==> src/rtl/hilo_muldiv_seq.sv <==
// hilo_muldiv_seq: iterative multiply/divide unit for the execute stage.
// Takes MULT/MULTU/DIV/DIVU from E and runs one radix-2 step per cycle
// on the operand magnitudes, then applies a single sign-fix cycle. It stalls
// the front of the pipeline while busy and presents {hi,lo} with a one-cycle
// write strobe in DONE.
module hilo_muldiv_seq #(
    parameter int WIDTH = 32
) (
    input  logic                 clk,
    input  logic                 rst,
    input  logic                 start_E,
    input  logic [1:0]           op_E,
    input  logic [WIDTH-1:0]     rs_E,
    input  logic [WIDTH-1:0]     rt_E,
    input  logic                 flush,
    output logic                 busy,
    output logic                 stall_E,
    output logic                 we_hilo,
    output logic [2*WIDTH-1:0]   hilo_d,
    output logic                 div_by_zero
);

    localparam int CNT_W = (WIDTH > 1) ? $clog2(WIDTH) : 1;

    typedef enum logic [1:0] {
        S_IDLE = 2'd0,
        S_RUN  = 2'd1,
        S_FIX  = 2'd2,
        S_DONE = 2'd3
    } state_t;

    state_t               state_q;
    logic [CNT_W-1:0]     cnt_q;
    logic [WIDTH-1:0]     a_q;       // multiplicand or divisor magnitude
    logic [WIDTH-1:0]     hi_q;      // product high half / partial remainder
    logic [WIDTH-1:0]     lo_q;      // multiplier bits / dividend then quotient
    logic                 sa_q;      // rs operand was negative (signed ops only)
    logic                 sb_q;      // rt operand was negative (signed ops only)
    logic                 is_div_q;
    logic                 dbz_q;
    logic [2*WIDTH-1:0]   hilo_q;    // last committed {hi,lo}

    logic                 rs_neg;
    logic                 rt_neg;
    logic [WIDTH-1:0]     rs_mag;
    logic [WIDTH-1:0]     rt_mag;
    logic [WIDTH:0]       mul_sum;
    logic [WIDTH:0]       div_sh;
    logic [WIDTH:0]       div_diff;
    logic                 div_ge;

    // Two's complement negate when neg is set, WIDTH bits, wrapping.
    function automatic logic [WIDTH-1:0] cond_neg_w(input logic [WIDTH-1:0] v,
                                                    input logic neg);
        return neg ? (~v + WIDTH'(1)) : v;
    endfunction

    // Two's complement negate when neg is set, 2*WIDTH bits, wrapping.
    function automatic logic [2*WIDTH-1:0] cond_neg_2w(input logic [2*WIDTH-1:0] v,
                                                       input logic neg);
        return neg ? (~v + (2*WIDTH)'(1)) : v;
    endfunction

    // Operand magnitudes and the single-step multiply / divide datapath.
    always_comb begin
        rs_neg   = op_E[0] & rs_E[WIDTH-1];
        rt_neg   = op_E[0] & rt_E[WIDTH-1];
        rs_mag   = cond_neg_w(rs_E, rs_neg);
        rt_mag   = cond_neg_w(rt_E, rt_neg);
        // shift-add: add multiplicand when the current multiplier bit is set
        mul_sum  = {1'b0, hi_q} + (lo_q[0] ? {1'b0, a_q} : '0);
        // restoring divide: shift next dividend bit into the remainder
        div_sh   = {hi_q, lo_q[WIDTH-1]};
        div_diff = div_sh - {1'b0, a_q};
        div_ge   = (div_sh >= {1'b0, a_q});
    end

    // Sequencer FSM with its datapath registers and the committed HI/LO copy.
    always_ff @(posedge clk) begin
        if (rst) begin
            state_q  <= S_IDLE;
            cnt_q    <= '0;
            a_q      <= '0;
            hi_q     <= '0;
            lo_q     <= '0;
            sa_q     <= 1'b0;
            sb_q     <= 1'b0;
            is_div_q <= 1'b0;
            dbz_q    <= 1'b0;
            hilo_q   <= '0;
        end else begin
            case (state_q)
                S_IDLE: begin
                    if (start_E && !flush) begin
                        sa_q     <= rs_neg;
                        sb_q     <= rt_neg;
                        is_div_q <= op_E[1];
                        cnt_q    <= '0;
                        if (op_E[1] && (rt_E == '0)) begin
                            // divide by zero skips straight to DONE with a fixed pattern
                            a_q     <= '0;
                            hi_q    <= rs_E;
                            lo_q    <= '1;
                            dbz_q   <= 1'b1;
                            state_q <= S_DONE;
                        end else begin
                            a_q     <= op_E[1] ? rt_mag : rs_mag;
                            hi_q    <= '0;
                            lo_q    <= op_E[1] ? rs_mag : rt_mag;
                            dbz_q   <= 1'b0;
                            state_q <= S_RUN;
                        end
                    end
                end
                S_RUN: begin
                    if (flush) begin
                        state_q <= S_IDLE;
                    end else begin
                        if (is_div_q) begin
                            hi_q <= div_ge ? div_diff[WIDTH-1:0] : div_sh[WIDTH-1:0];
                            lo_q <= {lo_q[WIDTH-2:0], div_ge};
                        end else begin
                            hi_q <= mul_sum[WIDTH:1];
                            lo_q <= {mul_sum[0], lo_q[WIDTH-1:1]};
                        end
                        cnt_q <= cnt_q + CNT_W'(1);
                        if (cnt_q == CNT_W'(WIDTH-1)) begin
                            state_q <= S_FIX;
                        end
                    end
                end
                S_FIX: begin
                    if (flush) begin
                        state_q <= S_IDLE;
                    end else begin
                        if (is_div_q) begin
                            // quotient sign is the xor of signs, remainder follows dividend
                            lo_q <= cond_neg_w(lo_q, sa_q ^ sb_q);
                            hi_q <= cond_neg_w(hi_q, sa_q);
                        end else begin
                            {hi_q, lo_q} <= cond_neg_2w({hi_q, lo_q}, sa_q ^ sb_q);
                        end
                        state_q <= S_DONE;
                    end
                end
                S_DONE: begin
                    if (!flush) begin
                        hilo_q <= {hi_q, lo_q};
                    end
                    dbz_q   <= 1'b0;
                    state_q <= S_IDLE;
                end
                default: state_q <= S_IDLE;
            endcase
        end
    end

    // Outputs: flush in DONE must suppress the write in the same cycle.
    always_comb begin
        busy        = (state_q != S_IDLE);
        stall_E     = ((state_q == S_IDLE) & start_E & ~flush & ~rst)
                    | (state_q == S_RUN) | (state_q == S_FIX);
        we_hilo     = (state_q == S_DONE) & ~flush & ~rst;
        div_by_zero = we_hilo & dbz_q;
        hilo_d      = hilo_q;
        if (we_hilo) begin
            hilo_d = {hi_q, lo_q};
        end
    end

endmodule

==> config.mk <==
export PLATFORM = sky130hd
export DESIGN_NAME = hilo_muldiv_seq
export DESIGN_NICKNAME = d
export VERILOG_FILES = /design/src/rtl/hilo_muldiv_seq.sv
export SDC_FILE = /design/constraint.sdc
export NUM_CORES = 1
export LEC_CHECK = 0
export BUFFER_PORTS_ARGS = -buffer_cell sky130_fd_sc_hd__buf_2
export CORE_UTILIZATION = 55
export DETAILED_ROUTE_END_ITERATION = 12
export PLACE_DENSITY_LB_ADDON = 0.12
export SLEW_MARGIN = 20
export SYNTH_ARGS = -nofsm -noshare
export SYNTH_HDL_FRONTEND = slang
export SYNTH_SLANG_ARGS = --single-unit
==> constraint.sdc <==
create_clock -name clk -period 7.19 [get_ports clk]
set_input_delay 0.719 -clock clk [delete_from_list [all_inputs] [get_ports clk]]
set_output_delay 0.719 -clock clk [all_outputs]
set_load 0.005 [all_outputs]
# Word-level counts from Yosys, hierarchy flattened
# Cells that the tools add are included.
classes:
  n_mux: 37
  n_bitwise: 18
  n_lt_le_gt_ge: 1
  reduce_logical: 16
  n_eq_ne: 11
  n_addsub: 8
op_table:
  columns: ["op", "count"]
  rows:
  - ["32-bit 2-to-1 mux", 21]
  - ["32-bit one-hot mux with 3 select lines", 2]
  - ["32-bit by 1-bit adder with 32-bit output, second input constant", 4]
  - ["64-bit 2-to-1 mux", 2]
  - ["32-bit inverter", 4]
  - ["64-bit by 1-bit adder with 64-bit output, second input constant", 1]
  - ["64-bit inverter", 1]
  - ["32-bit by 32-bit adder with 33-bit output", 1]
  - ["33-bit by 32-bit >= comparator with 1-bit output", 1]
  - ["32-bit zero test", 1]
  - ["32-bit subtractor", 1]
  - ["2-bit 2-to-1 mux", 5]
  - ["5-bit 2-to-1 mux", 2]
  - ["5-bit one-hot mux with 2 select lines", 1]
  - ["3-bit != test, second input constant", 3]
  - ["1-bit AND", 8]
  - ["2-bit != test, second input constant", 4]
  - ["2-bit one-hot mux with 4 select lines", 1]
  - ["2-bit AND reduction", 4]
  - ["6-bit AND reduction", 1]
  - ["2-bit nonzero test", 3]
  - ["5-bit by 1-bit adder with 5-bit output, second input constant", 1]
  - ["5-bit equality test, second input constant", 1]
  - ["5-bit AND reduction", 1]
  - ["other kinds (12)", 17]
word_totals:
  out_inout_bits: 68
  reg_bits: 171

# Logic depth before layout (Yosys ltp)
logic_depth:
  word_depth: 7
  mapped_depth: 14
  mapped_depth_nobuf: 13

# Worst setup path before layout
# OpenSTA, ideal clock, no wires.
synth_timing:
  path_kind: "flip-flop to flip-flop"
  from: "register lo_q[0]"
  to: "register hi_q[8]"
  path_buffers: 2
  arrival_time_ns: 3.370
  path_slack_ns: 3.703
  setup_ns: 0.116
  stages_incl_launch_ff: 14
  path_cell_list: "dfxtp_1 -> clkinv_1 -> clkbuf_1 -> ha_1 -> or4b_4 -> or3b_1 -> buf_6 -> o31ai_4 -> nand3_1 -> or3_1 -> xnor2_1 -> a221oi_1 -> a211oi_1 -> a41o_1"
synth_via:
  elab_chain_cells: 6
  word_cells_on_any_way: 10
synth_rtl:
  columns: ["element", "line_no", "text"]
  rows:
  - ["start: declaration", "36", "logic [WIDTH-1:0] lo_q;"]
  - ["start signal: assignment", "109", "lo_q <= op_E[1] ? rs_mag : rt_mag;"]
  - ["start signal: assignment", "121", "lo_q <= {lo_q[WIDTH-2:0], div_ge};"]
  - ["start signal: assignment", "124", "lo_q <= {mul_sum[0], lo_q[WIDTH-1:1]};"]
  - ["64-bit inverter", "61", "return neg ? (~v + (2*WIDTH)'(1)) : v;"]
  - ["64-bit by 1-bit adder with 64-bit output", "61", null]
  - ["64-bit 2-to-1 mux", "61", null]
  - ["32-bit 2-to-1 mux", "136", "if (is_div_q) begin"]
  - ["32-bit 2-to-1 mux", "133", "if (flush) begin"]
  - ["32-bit one-hot mux with 3 select lines (*)", "92", "case (state_q)"]
  - ["end signal: assignment", "102", "hi_q <= rs_E;"]
  - ["end signal: assignment", "139", "hi_q <= cond_neg_w(hi_q, sa_q);"]
  - ["end signal: assignment", "141", "{hi_q, lo_q} <= cond_neg_2w({hi_q, lo_q}, sa_q ^ sb_q);"]
  - ["end: declaration", "35", "logic [WIDTH-1:0] hi_q;"]
# Mark *: on every way between the ends. The rest lies on a longest branch, timed or not. The select of a mux whose other input is x is not followed.
# A chain may end at the register's enable or synchronous reset.

# Worst setup path in the final report
layout_timing:
  from: "input port rt_E[3]"
  to: "register hi_q[9]"
layout_via:
  elab_chain_cells: 5
layout_rtl:
  columns: ["element", "line_no", "text"]
  rows:
  - ["start: declaration", "14", "input logic [WIDTH-1:0] rt_E,"]
  - ["32-bit zero test", "99", "if (op_E[1] && (rt_E == '0)) begin"]
  - ["1-bit logical AND", "99", null]
  - ["32-bit 2-to-1 mux", "99", null]
  - ["32-bit 2-to-1 mux", "94", "if (start_E && !flush) begin"]
  - ["32-bit one-hot mux with 3 select lines", "92", null]
  - ["end signal: assignment", "102", null]
  - ["end signal: assignment", "120", "hi_q <= div_ge ? div_diff[WIDTH-1:0] : div_sh[WIDTH-1:0];"]
  - ["end signal: assignment", "123", "hi_q <= mul_sum[WIDTH:1];"]
# Every way passes these cells. The select of a mux whose other input is x is not followed.

==> out/metrics.csv <==
metric,value,unit
status,finished clean,
antenna_found_initial,3,
clock_latency,0.45,ns
hold_path_class,reg -> reg,
core,0.02809,sq mm
clock_path_buffers,2,
syn-num-nets,2265,
synth-async-reset-ratio,0,%
area_growth,8.502,%
cp-start-kind,input pin,
worstSetupPathType,in -> reg,
drt-total-wl,56.89,mm
preCtsSetupSlack,2.556,ns
gp_congestion,0.9702,
layout_setup_ws,2.911,ns
cts.sinks,171,
drt-pass1-iter-count,8,
period_share,59.52,%
gr-usage-all-layers,37.69,%
whs,0.4570,ns
dominantRegCellSynth,dfxtp_1,
drtAntennaViolNets,0,
viasPerCell,6.692,
rsz0062_at_grt,false,
yosysUniqueCellTypes,89,
drive_gt1_share,15.48,%
dp_hpwl,41.63,mm
dieArea,0.02956,sq mm
grt_start_max_net_pins,81,
synth-seq-cells,171,
seq_area_frac_synth,21.56,%
io_buffers,137,
cts_setup_buffers,0,
syn_inst,2119,
cts_root_buf,clkbuf_16,
fp-row-count,61,
final_common_cell,a21oi_1,
synth_edf_count,0,
ir_worst_vdd,0.0003344,V
setup_viol,0,
crit_fanout,21,
end_kind,flip-flop,
cts_resized,0,
setup-tns-final,0,ns
power_density,431.1,mW/mm^2
numCtsBuffers,17,
final_cell_mix,"218 x a21oi_1, 195 x nor2_1, 186 x nand2_1",
cts_max_level,4,
finalClockSkew,0.01664,ns
syn_area,0.01588,sq mm
dr_total_vias,16940,
post-route-min-period,4.279,ns
fmax,233.7,MHz
crit_arrival,4.65,ns
power.leakage,7.402,nW
wl_per_cell,22.47,um
gr-total-overflow,0,
final_util,61.35,%
hold_viol_final,0,
grt_pass1_wl,85.34,mm
cts_tree,done,
slew_violations,0,
relSlewSlack,21.96,%
tightest_slew,1.171,ns
die_height,171.9,um
synth_warnings,0,
max_cap_violations,0,
cts_hold_buf,0,
final_nets,2284,
drt-initial-drc-count,1896,
post-route-drc-count,0,
required,7.56,ns
synth.avg_cell_area,7.494,sq um
initial_core_util,56.54,%
clk_pin_slew_worst_paths,0.08,ns
die_w,171.9,um
io_pins,138,
grt_pass1_vias,15220,
critical path: stages:
cell and delay (ns):
buf_2 0.13, nor4_2 0.81, nand4_1 0.54, nor3_2 0.45
and4b_1 0.25, buf_4 0.27, nor2_1 0.07, buf_4 0.23
nor3_2 0.73, o21ai_1 0.17, a211oi_1 0.28
metrics by stage:
step / instances / power [W] / area (sq um)
finish: 2532 / 0.007428 / 17230
global route: 2529 / 0.007838 / 17220
CTS: 2529 / 0.007256 / 17220
detailed placement: 2497 / 0.006259 / 16620
global placement: 2497 / 0.006235 / 16620
floorplan: 2119 / 0.005028 / 15880
path summary, 6_finish.rpt:
| check | start | endpoint | slack [ns] | cells after the start |
|---|---|---|---|---|
| min reg2reg | a_q[23] | a_q[23] | 0.46 | 2 |
| max reg2reg | lo_q[0] | hi_q[8] | 3.04 | 12 |
| min | a_q[23] | a_q[23] | 0.46 | 2 |
| max | rt_E[3] | hi_q[9] | 2.91 | 11 |
flip-flops by register name, indices dropped and copies added (netlist names):
| signal | flops |
|---|---|
| a_q | 32 |
| cnt_q | 5 |
| dbz_q | 1 |
| hi_q | 32 |
| hilo_q | 64 |
| is_div_q | 1 |
| lo_q | 32 |
| sa_q | 1 |
| sb_q | 1 |
| state_q | 2 |
metal layers:
layer / up-vias / GRT usage [%] / routed length (um)
met3: 135 / 5.676 / 5359
met4: 0 / 17.05 / 2490
met2: 973 / 58.12 / 24740
met1: 8008 / 51.60 / 24300
met5: - / 0 / 0
li1: 7827 / - / -
cells in the mapped netlist (27+ instances only):
master,number,area [sq um]
a21oi_1,219,1096
nor2_1,195,732.0
nand2_1,186,698.2
dfxtp_1,171,3423
clkbuf_1,138,518.0
o21ai_0,106,530.5
mux2_2,95,1070
xnor2_1,87,762.0
a22o_1,74,648.1
ha_1,74,925.9
inv_1,69,259.0
nor3_1,56,280.3
a21o_1,55,412.9
xor2_1,50,437.9
mux2i_1,46,460.4
nand3_1,39,195.2
a211oi_1,31,232.7
a31oi_1,27,168.9
power breakdown:
group / total (W) / leakage (nW) / switching [W] / internal [W]
sequential: 0.00144 / 1.39 / 0.000345 / 0.00110
combinational: 0.00500 / 5.73 / 0.00312 / 0.00188
clock: 0.000980 / 0.281 / 0.000452 / 0.000528
total: 0.00743 / 7.40 / 0.00392 / 0.00351
cell type report:
class | instances | area [sq um]
Sequential cell | 171 | 3425
Fill cell | 2702 | 10860
Clock inverter | 14 | 158.9
Clock buffer | 18 | 439.2
Multi-Input combinational cell | 1709 | 11550
Antenna cell | 3 | 7.507
Timing Repair Buffer | 167 | 910.9
Tap cell | 378 | 473.0
Inverter | 72 | 270.3
kinds of logic after synthesis:
group / share of synthesized area (%)
buffers and inverters: 5.909
adders and majority gates: 6.083
xor gates and xnor gates: 7.556
DFF: 21.56
and+or+nand+nor: 19.95
muxes: 9.636
AOI/OAI and AO/OA: 29.31
No activity file was read; power rests on OpenSTA's default activity.
